==> src/rtl/spi_slave_sync_pkg.sv <==
// spi_slave_sync_pkg: shared constants for the SPI slave front end
//   SPI_W     default word width
//   TX_FILL   word sent on MISO when the tx buffer is empty at word start
//   SPI_MODE0 {CPOL, CPHA} supported by this slave
package spi_pkg;
   localparam int SPI_W = 8;
   localparam logic [7:0] TX_FILL = 8'h00;
   localparam logic [1:0] SPI_MODE0 = 2'b00;
endpackage

==> src/rtl/spi_slave_sync_if.sv <==
// spi_slave_sync_if: raw SPI pin bundle
//   sck  SPI clock, master to slave
//   sdi  MOSI, master to slave
//   sdo  MISO, slave to master
//   nss  active-low slave select, master to slave
interface spi_slave_sync_if;
   logic sck;
   logic sdi;
   logic sdo;
   logic nss;
   modport slave (input sck, sdi, nss, output sdo);
   modport master (output sck, sdi, nss, input sdo);
endinterface

==> src/rtl/spi_slave_sync_sync.sv <==
// spi_sync: N-stage input synchroniser with rise/fall pulses
//   clk, nreset  system clock, async active-low reset
//   d            raw asynchronous input
//   q            synchronised level
//   rise, fall   one-clk pulses on q edges
module spi_sync #(
   parameter int   N       = 2,
   parameter logic RST_VAL = 1'b0
) (
   input  logic clk,
   input  logic nreset,
   input  logic d,
   output logic q,
   output logic rise,
   output logic fall
);
   import spi_pkg::*;
   logic [N-1:0] chain;
   logic         prev;
   always_ff @(posedge clk or negedge nreset) begin
      if (!nreset) begin
         chain <= {N{RST_VAL}};
         prev  <= RST_VAL;
      end else begin
         chain <= {chain[N-2:0], d};
         prev  <= chain[N-1];
      end
   end
   assign q    = chain[N-1];
   assign rise = q & ~prev;
   assign fall = ~q & prev;
endmodule

==> src/rtl/spi_slave_sync.sv <==
// spi_slave_sync: clk-domain SPI mode-0 slave, MSB first, with one-word tx buffer
//   clk, nreset   system clock (>= 4x sck), async active-low reset
//   spi           raw SPI pins (slave modport)
//   rx_data       last complete received word, rx_valid pulses one clk on update
//   tx_data       word to send, written by tx_load while tx_ready is high
//   frame_active  synchronised nss is low
module spi_slave_sync
   import spi_pkg::*;
#(
   parameter int SYNC_STAGES = 2,
   parameter int DATA_W      = SPI_W
) (
   input  logic              clk,
   input  logic              nreset,
   spi_slave_sync_if.slave   spi,
   output logic [DATA_W-1:0] rx_data,
   output logic              rx_valid,
   input  logic [DATA_W-1:0] tx_data,
   input  logic              tx_load,
   output logic              tx_ready,
   output logic              frame_active
);
   localparam int CW = $clog2(DATA_W);
   logic                   unused_sck_level;
   logic                   sck_rise, sck_fall;
   logic                   nss_s, nss_rise, nss_fall;
   logic [SYNC_STAGES-1:0] sdi_chain;
   logic                   sdi_s;
   logic [CW-1:0]          bit_cnt;
   logic [DATA_W-1:0]      rx_shift, tx_shift, tx_buf, next_word;
   logic                   tx_full, sdo_q, last_bit, consume;

   spi_sync #(.N(SYNC_STAGES), .RST_VAL(1'b0)) u_sck (
      .clk(clk), .nreset(nreset), .d(spi.sck),
      .q(unused_sck_level), .rise(sck_rise), .fall(sck_fall)
   );
   spi_sync #(.N(SYNC_STAGES), .RST_VAL(1'b1)) u_nss (
      .clk(clk), .nreset(nreset), .d(spi.nss),
      .q(nss_s), .rise(nss_rise), .fall(nss_fall)
   );

   always_ff @(posedge clk or negedge nreset) begin
      if (!nreset) sdi_chain <= '0;
      else         sdi_chain <= {sdi_chain[SYNC_STAGES-2:0], spi.sdi};
   end
   assign sdi_s = sdi_chain[SYNC_STAGES-1];

   // Buffer consumption happens at frame start and at every completed word,
   // so MISO for the next word is latched while the master idles between words.
   always_comb begin
      last_bit  = bit_cnt == CW'(DATA_W - 1);
      consume   = nss_fall || (!nss_s && !nss_rise && sck_rise && last_bit);
      next_word = tx_full ? tx_buf : DATA_W'(TX_FILL);
   end

   always_ff @(posedge clk or negedge nreset) begin
      if (!nreset) begin
         bit_cnt  <= '0;
         rx_shift <= '0;
         tx_shift <= '0;
         tx_buf   <= '0;
         tx_full  <= 1'b0;
         sdo_q    <= 1'b0;
         rx_data  <= '0;
         rx_valid <= 1'b0;
      end else begin
         rx_valid <= 1'b0;
         // a load beats a same-cycle consumption, which already used next_word
         if (tx_load && !tx_full) begin
            tx_buf  <= tx_data;
            tx_full <= 1'b1;
         end else if (consume) begin
            tx_full <= 1'b0;
         end
         if (nss_fall) begin
            bit_cnt  <= '0;
            rx_shift <= '0;
            sdo_q    <= next_word[DATA_W-1];
            tx_shift <= next_word << 1;
         end else if (nss_rise) begin
            bit_cnt <= '0;
            sdo_q   <= 1'b0;
         end else if (!nss_s && sck_rise) begin
            rx_shift <= {rx_shift[DATA_W-2:0], sdi_s};
            if (last_bit) begin
               bit_cnt  <= '0;
               rx_data  <= {rx_shift[DATA_W-2:0], sdi_s};
               rx_valid <= 1'b1;
               tx_shift <= next_word;
            end else begin
               bit_cnt <= bit_cnt + CW'(1);
            end
         end else if (!nss_s && sck_fall) begin
            sdo_q    <= tx_shift[DATA_W-1];
            tx_shift <= tx_shift << 1;
         end
      end
   end

   assign spi.sdo      = sdo_q;
   assign tx_ready     = ~tx_full;
   assign frame_active = ~nss_s;
endmodule

==> src/flat_wrapper.sv <==
// flat-port wrapper written by rule: the top's interface ports become plain ports
module spi_slave_sync_flat import spi_pkg::*;
#(
   parameter int SYNC_STAGES = 2,
   parameter int DATA_W      = SPI_W
)
  (clk, nreset, rx_data, rx_valid, tx_data, tx_load, tx_ready, frame_active, spi_sck, spi_sdi, spi_nss, spi_sdo);
  spi_slave_sync_if spi_i ();
  input  logic clk;
  input  logic nreset;
  output logic [DATA_W-1:0] rx_data;
  output logic rx_valid;
  input  logic [DATA_W-1:0] tx_data;
  input  logic tx_load;
  output logic tx_ready;
  output logic frame_active;
  input wire logic [$bits(spi_i.sck)-1:0] spi_sck;
  input wire logic [$bits(spi_i.sdi)-1:0] spi_sdi;
  input wire logic [$bits(spi_i.nss)-1:0] spi_nss;
  output wire logic [$bits(spi_i.sdo)-1:0] spi_sdo;
  assign spi_i.sck = spi_sck;
  assign spi_i.sdi = spi_sdi;
  assign spi_i.nss = spi_nss;
  assign spi_sdo = spi_i.sdo;
  spi_slave_sync #(.SYNC_STAGES(SYNC_STAGES), .DATA_W(DATA_W)) u_core (.clk(clk), .nreset(nreset), .spi(spi_i), .rx_data(rx_data), .rx_valid(rx_valid), .tx_data(tx_data), .tx_load(tx_load), .tx_ready(tx_ready), .frame_active(frame_active));
endmodule
==> config.mk <==
export PLATFORM = sky130hd
export DESIGN_NAME = spi_slave_sync_flat
export DESIGN_NICKNAME = d
export VERILOG_FILES = /design/src/rtl/spi_slave_sync_pkg.sv /design/src/rtl/spi_slave_sync_if.sv /design/src/rtl/spi_slave_sync_sync.sv /design/src/rtl/spi_slave_sync.sv /design/src/flat_wrapper.sv
export SDC_FILE = /design/constraint.sdc
export NUM_CORES = 1
export LEC_CHECK = 0
export BUFFER_PORTS_ARGS = -buffer_cell sky130_fd_sc_hd__buf_2
export CAP_MARGIN = 40
export CORE_MARGIN = 2
export CORE_UTILIZATION = 56
export DETAILED_ROUTE_END_ITERATION = 8
export PLACE_DENSITY_LB_ADDON = 0.05
export SLEW_MARGIN = 0
export SYNTH_ARGS = -nofsm -noshare
export SYNTH_HDL_FRONTEND = slang
export SYNTH_SLANG_ARGS = --single-unit
==> constraint.sdc <==
create_clock -name clk -period 3.8 [get_ports clk]
set_input_delay 0.57 -clock clk [delete_from_list [all_inputs] [get_ports clk]]
set_output_delay 0.57 -clock clk [all_outputs]
set_load 0.01 [all_outputs]
# --- Word level (Yosys, flattened, before mapping) ---
# Cells that the tools add are included.
totals:
  regBits: 45
  in_bits: 14
  output_inout_bits: 12
  word_cells: 71
classes:
  n_addsub: 1
  eq_ne: 4
  n_mux: 23
  bitwise_logic: 11
  n_reduce_logical: 19
op_table:
  columns: ["operator", "count"]
  rows:
  - ["$mux 8", 6]
  - ["$mux 7", 3]
  - ["$mux 3", 4]
  - ["$mux 1", 10]
  - ["$reduce_bool 3->1", 3]
  - ["$not 1->1", 7]
  - ["$logic_and 1x1->1", 6]
  - ["$ne 3x1->1 const B", 2]
  - ["$and 1x1->1", 4]
  - ["$reduce_and 2->1", 2]
  - ["$reduce_and 4->1", 1]
  - ["$reduce_bool 2->1", 2]
  - ["$add 3x1->3 const B", 1]
  - ["$eq 3x3->1 const B", 1]
  - ["$logic_not 1->1", 3]
  - ["$reduce_and 3->1", 1]
  - ["$ne 2x2->1 const B", 1]
  - ["$logic_or 1x1->1", 1]

# --- Longest topological paths before layout ---
depth:
  word_depth: 9
  depth_mapped: 7
  mapped_depth_nobuf: 6

# --- By module ---
# Synthesis repeated with hierarchy kept, for this count alone.
hier_totals:
  hier_cells: 160
  hier_area_um2: 1934.4
modules_own_cells:
  columns: ["module", "instances", "cells_per_inst", "area_each_um2", "seq_area_each_um2"]
  rows:
  - ["spi_slave_sync", 1, 150, 1750.4, 975.9]
  - ["spi_sync (u_core.u_nss)", 1, 5, 93.8, 78.8]
  - ["spi_sync (u_core.u_sck)", 1, 5, 90.1, 75.1]

# --- Worst setup path before layout ---
# No wires, ideal clock.
synth_timing:
  kind: "flip-flop to flip-flop"
  startpoint: "register u_core.bit_cnt[0]"
  endpoint: "register u_core.tx_shift[7]"
  setup_ps: 82
  arrival_ps: 1555
  t_required_ps: 3718
  slack_ps: 2163
  stages_incl_launch_ff: 8
  path_buffers: 1
  synth_period_minus_slack_ps: 1637
  cell_sequence: "dfrtp_1 -> ha_1 -> ha_1 -> nand3b_1 -> a311oi_2 -> buf_6 -> nor2_1 -> a31oi_1"
synth_via:
  elab_chain_len: 3
synth_lines:
  columns: ["element", "line", "text"]
  rows:
  - ["from (decl)", "spi_slave_sync.sv:29", "logic [CW-1:0] bit_cnt;"]
  - ["from (signal assigned)", "spi_slave_sync.sv:91", "bit_cnt <= bit_cnt + CW'(1);"]
  - ["$eq 3x3->1", "spi_slave_sync.sv:51", "last_bit = bit_cnt == CW'(DATA_W - 1);"]
  - ["$ne 3x1->1 (no source line)", null, null]
  - ["$reduce_and 3->1 (no source line)", null, null]
  - ["to (signal assigned)", "spi_slave_sync.sv:79", "tx_shift <= next_word << 1;"]
  - ["to (signal assigned)", "spi_slave_sync.sv:89", "tx_shift <= next_word;"]
  - ["to (signal assigned)", "spi_slave_sync.sv:95", "tx_shift <= tx_shift << 1;"]
  - ["to (decl)", "spi_slave_sync.sv:30", "logic [DATA_W-1:0] rx_shift, tx_shift, tx_buf, next_word;"]
# Every way passes these cells.
# A chain may end at the register's enable or synchronous reset.

# --- Worst setup path in the final report ---
layout_timing:
  startpoint: "register u_core.u_nss.prev"
  endpoint: "register u_core.tx_shift[2]"
layout_via:
  elab_chain_len: 4
  word_cells_on_any_way: 8
  cone_classes: "2 x eq/ne; 1 x mux; 3 x bitwise; 2 x reduce/logical"
layout_lines:
  columns: ["element", "line", "text"]
  rows:
  - ["from (decl)", "spi_slave_sync_sync.sv:19", "logic prev;"]
  - ["from (signal assigned)", "spi_slave_sync_sync.sv:26", "prev <= chain[N-1];"]
  - ["$not 1->1", "spi_slave_sync_sync.sv:30", "assign rise = q & ~prev;"]
  - ["$and 1x1->1", "spi_slave_sync_sync.sv:30", null]
  - ["$ne 2x2->1 (no source line)", null, null]
  - ["$reduce_and 3->1 (no source line)", null, null]
# Several ways; a longest one is shown, not always the timed one.

==> impl_metrics.py <==
metrics = {
    "status": {
        "outcome": "finished, final reports clean",
    },
    "finish": {
        "syn_to_final_growth_pct": 10.7,
        "fin_nets": 199,
        "n_antenna_cell": 0,
        "final_core_util": 0.644,
        "drive_gt1_frac": 0.231,
        "nFillCells": 273,
        "final_area_mm2": 0.00215,
    },
    "worst_hold_path": {
        "hold_class": "input pin to asynchronous set/reset pin",
    },
    "detailed_routing": {
        "antenna_left": 0,
        "drt_iter0_markers": 57,
        "num_vias": 1284,
        "vias_per_cell": 5.63,
        "dr.pass1.iters": 4,
        "drt_wl_total_um": 3270,
        "drc": 0,
        "wire_per_inst_um": 14.3,
    },
    "synth": {
        "synthDistinctLibCells": 30,
        "synthAdderAreaFrac": 0.0258,
        "ys_warn_count": 0,
        "async_reset_ff_frac": 1.00,
        "syn_inst": 156,
        "synthXorXnorAreaFrac": 0,
        "synth_top_area_frac": 0.541,
        "synth_nets": 174,
        "synth.top_cells.by_area": "dfrtp_1, mux2_1, dfstp_2, a22oi_1, nand2_1",
        "synth.most_common_cell": "dfrtp_1",
        "ys_ff_latch": 45,
        "synth_top_family_by_area": "simple AND/OR/NAND/NOR gates",
        "synth_seq_area_share": 0.582,
        "ys.flop_type": "dfrtp_1",
        "synth_compound_area_frac": 0.120,
        "synthSimpleGateAreaFrac": 0.124,
        "synth_area_leader_cell": "dfrtp_1",
        "synth_top_cells_by_count": "dfrtp_1, mux2_1, nand2_1, nor2_1, o21ai_1",
        "synth.avg_cell_area_um2": 12.4,
        "muxShareOfSynthArea": 0.108,
        "syn-cell-area_mm2": 0.00194,
        "synth_edf_count": 0,
    },
    "sta": {
        "fmax_mhz": 401,
        "maxSlewHeadroom": 0.389,
        "hold_viol_final": 0,
        "slew_violations": 0,
        "holdWs_ns": 0.141,
        "rsz0062_at_grt": "no",
        "period_share": 0.656,
        "fin_crit_ns": 2.49,
        "worst_slew_pin_slew_ns": 0.917,
        "setup_violations": 0,
        "finalSetupTns_ns": 0,
        "skew_ns": 0.0125,
    },
    "pwr": {
        "cellInternalPower_uw": 701,
        "power.share.clock": 0.217,
        "seq_power_share": 0.630,
        "power.leakage_uw": 0.00104,
        "swShare": 0.287,
        "power_frac_comb": 0.153,
        "pwr_density_cell_mw_per_mm2": 457,
        "vdd_ir_drop_max_v": 0.000340,
        "p_switching_uw": 282,
    },
    "floorplan": {
        "core_area_mm2": 0.00334,
        "placementRows": 21,
        "die_area_mm2": 0.00395,
        "initial_utilization": 0.582,
        "ios": 26,
        "die_h_um": 62.9,
        "dieWidth_um": 62.9,
    },
    "global_route": {
        "grt_max_degree": 28,
        "grt_usage": 0.188,
        "overflow": 0,
        "antenna_found_initial": 0,
        "first_global_vias": 1226,
        "grt_first_pass_wirelength_um": 5610,
    },
    "placement": {
        "post-dp-hpwl_um": 2330,
        "dpl_cell_area_mm2": 0.00210,
        "gp_congestion": 0.748,
        "numPortBuffers": 25,
    },
    "worst_setup_path": {
        "critPathKind": "flop to flop",
        "startpoint_type": "flop",
        "ff2ff_path_depth": 5,
        "cp_max_fo": 23,
        "cp.required_ns": 4.08,
        "critPathCaptureType": "flop",
        "arrival_ns": 2.77,
    },
    "cts": {
        "cts_buffers": 5,
        "path_clk_slew_ns": 0.11,
        "htreeDepth": 2,
        "clkLatencyLatePin_ns": 0.36,
        "postCtsSetupBuffers": 0,
        "cts_sinks": 45,
        "cts_tree": "built",
        "clk_path_buf_depth": 2,
        "cts_root_buffer": "clkbuf_4",
        "postCtsResizedCells": 0,
        "cts.hold.buffers_added": 0,
    },
    "job": {
        "maxCapViolations": 0,
    },
}
-- worst paths after layout --
path,endpoint,start,slack [ns]
max in group asynchronous,u_core.u_nss.chain[0]$_DFF_PN1_,nreset,3.10
min,u_core.rx_data[5]$_DFFE_PN0P_,nreset,0.14
max,u_core.tx_shift[2]$_DFFE_PN0P_,u_core.u_nss.prev$_DFF_PN1_,1.31
min in group clk,u_core.sdi_chain[0]$_DFF_PN0_,spi_sdi,0.31
min reg2reg,u_core.u_sck.chain[1]$_DFF_PN0_,u_core.u_sck.chain[0]$_DFF_PN0_,0.36
max reg2reg,u_core.tx_shift[2]$_DFFE_PN0P_,u_core.u_nss.prev$_DFF_PN1_,1.31
-- metrics by stage --
| stage | cells | worst slack, ns | total power, uW |
|---|---|---|---|
| finish | 228 | 1.31 | 983 |
| global placement | 218 | 1.42 | 766 |
| CTS | 228 | 1.31 | 994 |
| floorplan | 156 | 2.16 | 725 |
| detailed placement | 220 | 1.29 | 782 |
| global route | 228 | 1.05 | 1050 |
-- power by group through the flow --
stage	clock network (uW)	registers, uW	logic, uW
3_3_place_gp	0	624	142
3_5_place_dp	0	628	154
5_1_grt	251	630	172
4_1_cts	221	619	154
2_1_floorplan	0	603	121
6_report	213	620	150
-- kinds of logic after synthesis --
family                     count (synthesis)
DFF                                       45
and+or+nand+nor                           41
AOI/OAI and AO/OA                         33
muxes                                     19
buffers and inverters                     14
adders and majority gates                  4
-- registers in the layout (all words and copies together), names as in the netlist --
name / cells
u_core.u_nss.chain: 2
u_core.tx_buf: 8
u_core.u_sck.prev: 1
u_core.u_sck.chain: 2
u_core.tx_full: 1
u_core.u_nss.prev: 1
u_core.rx_shift: 7
u_core.tx_shift: 8
u_core.spi.sdo: 1
u_core.sdi_chain: 2
u_core.rx_valid: 1
u_core.bit_cnt: 3
u_core.rx_data: 8
-- per-layer routing --
metal  wire [um]  GRT usage
met2        1560      0.287
met1        1520      0.244
met3         161     0.0721
met5           0          0
met4          24     0.0667
-- cell usage in the layout, fill, tap and decap left out, types with 2 or more instances in the layout --
cell type | netlist | routed
a22oi_1 | 7 | 7
ha_1 | 4 | 4
a21oi_1 | 2 | 2
inv_1 | 5 | 5
clkbuf_4 | 0 | 5
nand2_1 | 14 | 14
mux2_1 | 16 | 16
nor2_1 | 8 | 8
nand3_1 | 3 | 3
o21ai_1 | 8 | 8
nor2b_1 | 2 | 2
a32oi_1 | 6 | 6
nor3_1 | 4 | 4
mux2i_1 | 3 | 3
buf_2 | 2 | 25
clkbuf_1 | 4 | 3
nand2b_1 | 2 | 2
dfrtp_1 | 42 | 42
nor2_8 | 2 | 2
dfstp_2 | 3 | 3
a31oi_1 | 7 | 7
-- cell type report --
class | count | area (um2) | area share
Tap cell | 46 | 57.6 | 0.0268
Multi-Input combinational cell | 97 | 734 | 0.342
Sequential cell | 45 | 1130 | 0.526
Timing Repair Buffer | 27 | 160 | 0.0745
Inverter | 5 | 18.8 | 0.00873
Clock buffer | 8 | 48.8 | 0.0227
-- worst max-delay path: stages, from the launching register on --
cell and delay [ns]:
dfstp_2 0.55, ha_1 0.67, nor2b_1 0.13, a311oi_2 0.82, nor2_1 0.09, a31oi_1 0.17
Note: power is estimated with default switching activity, not from simulation.
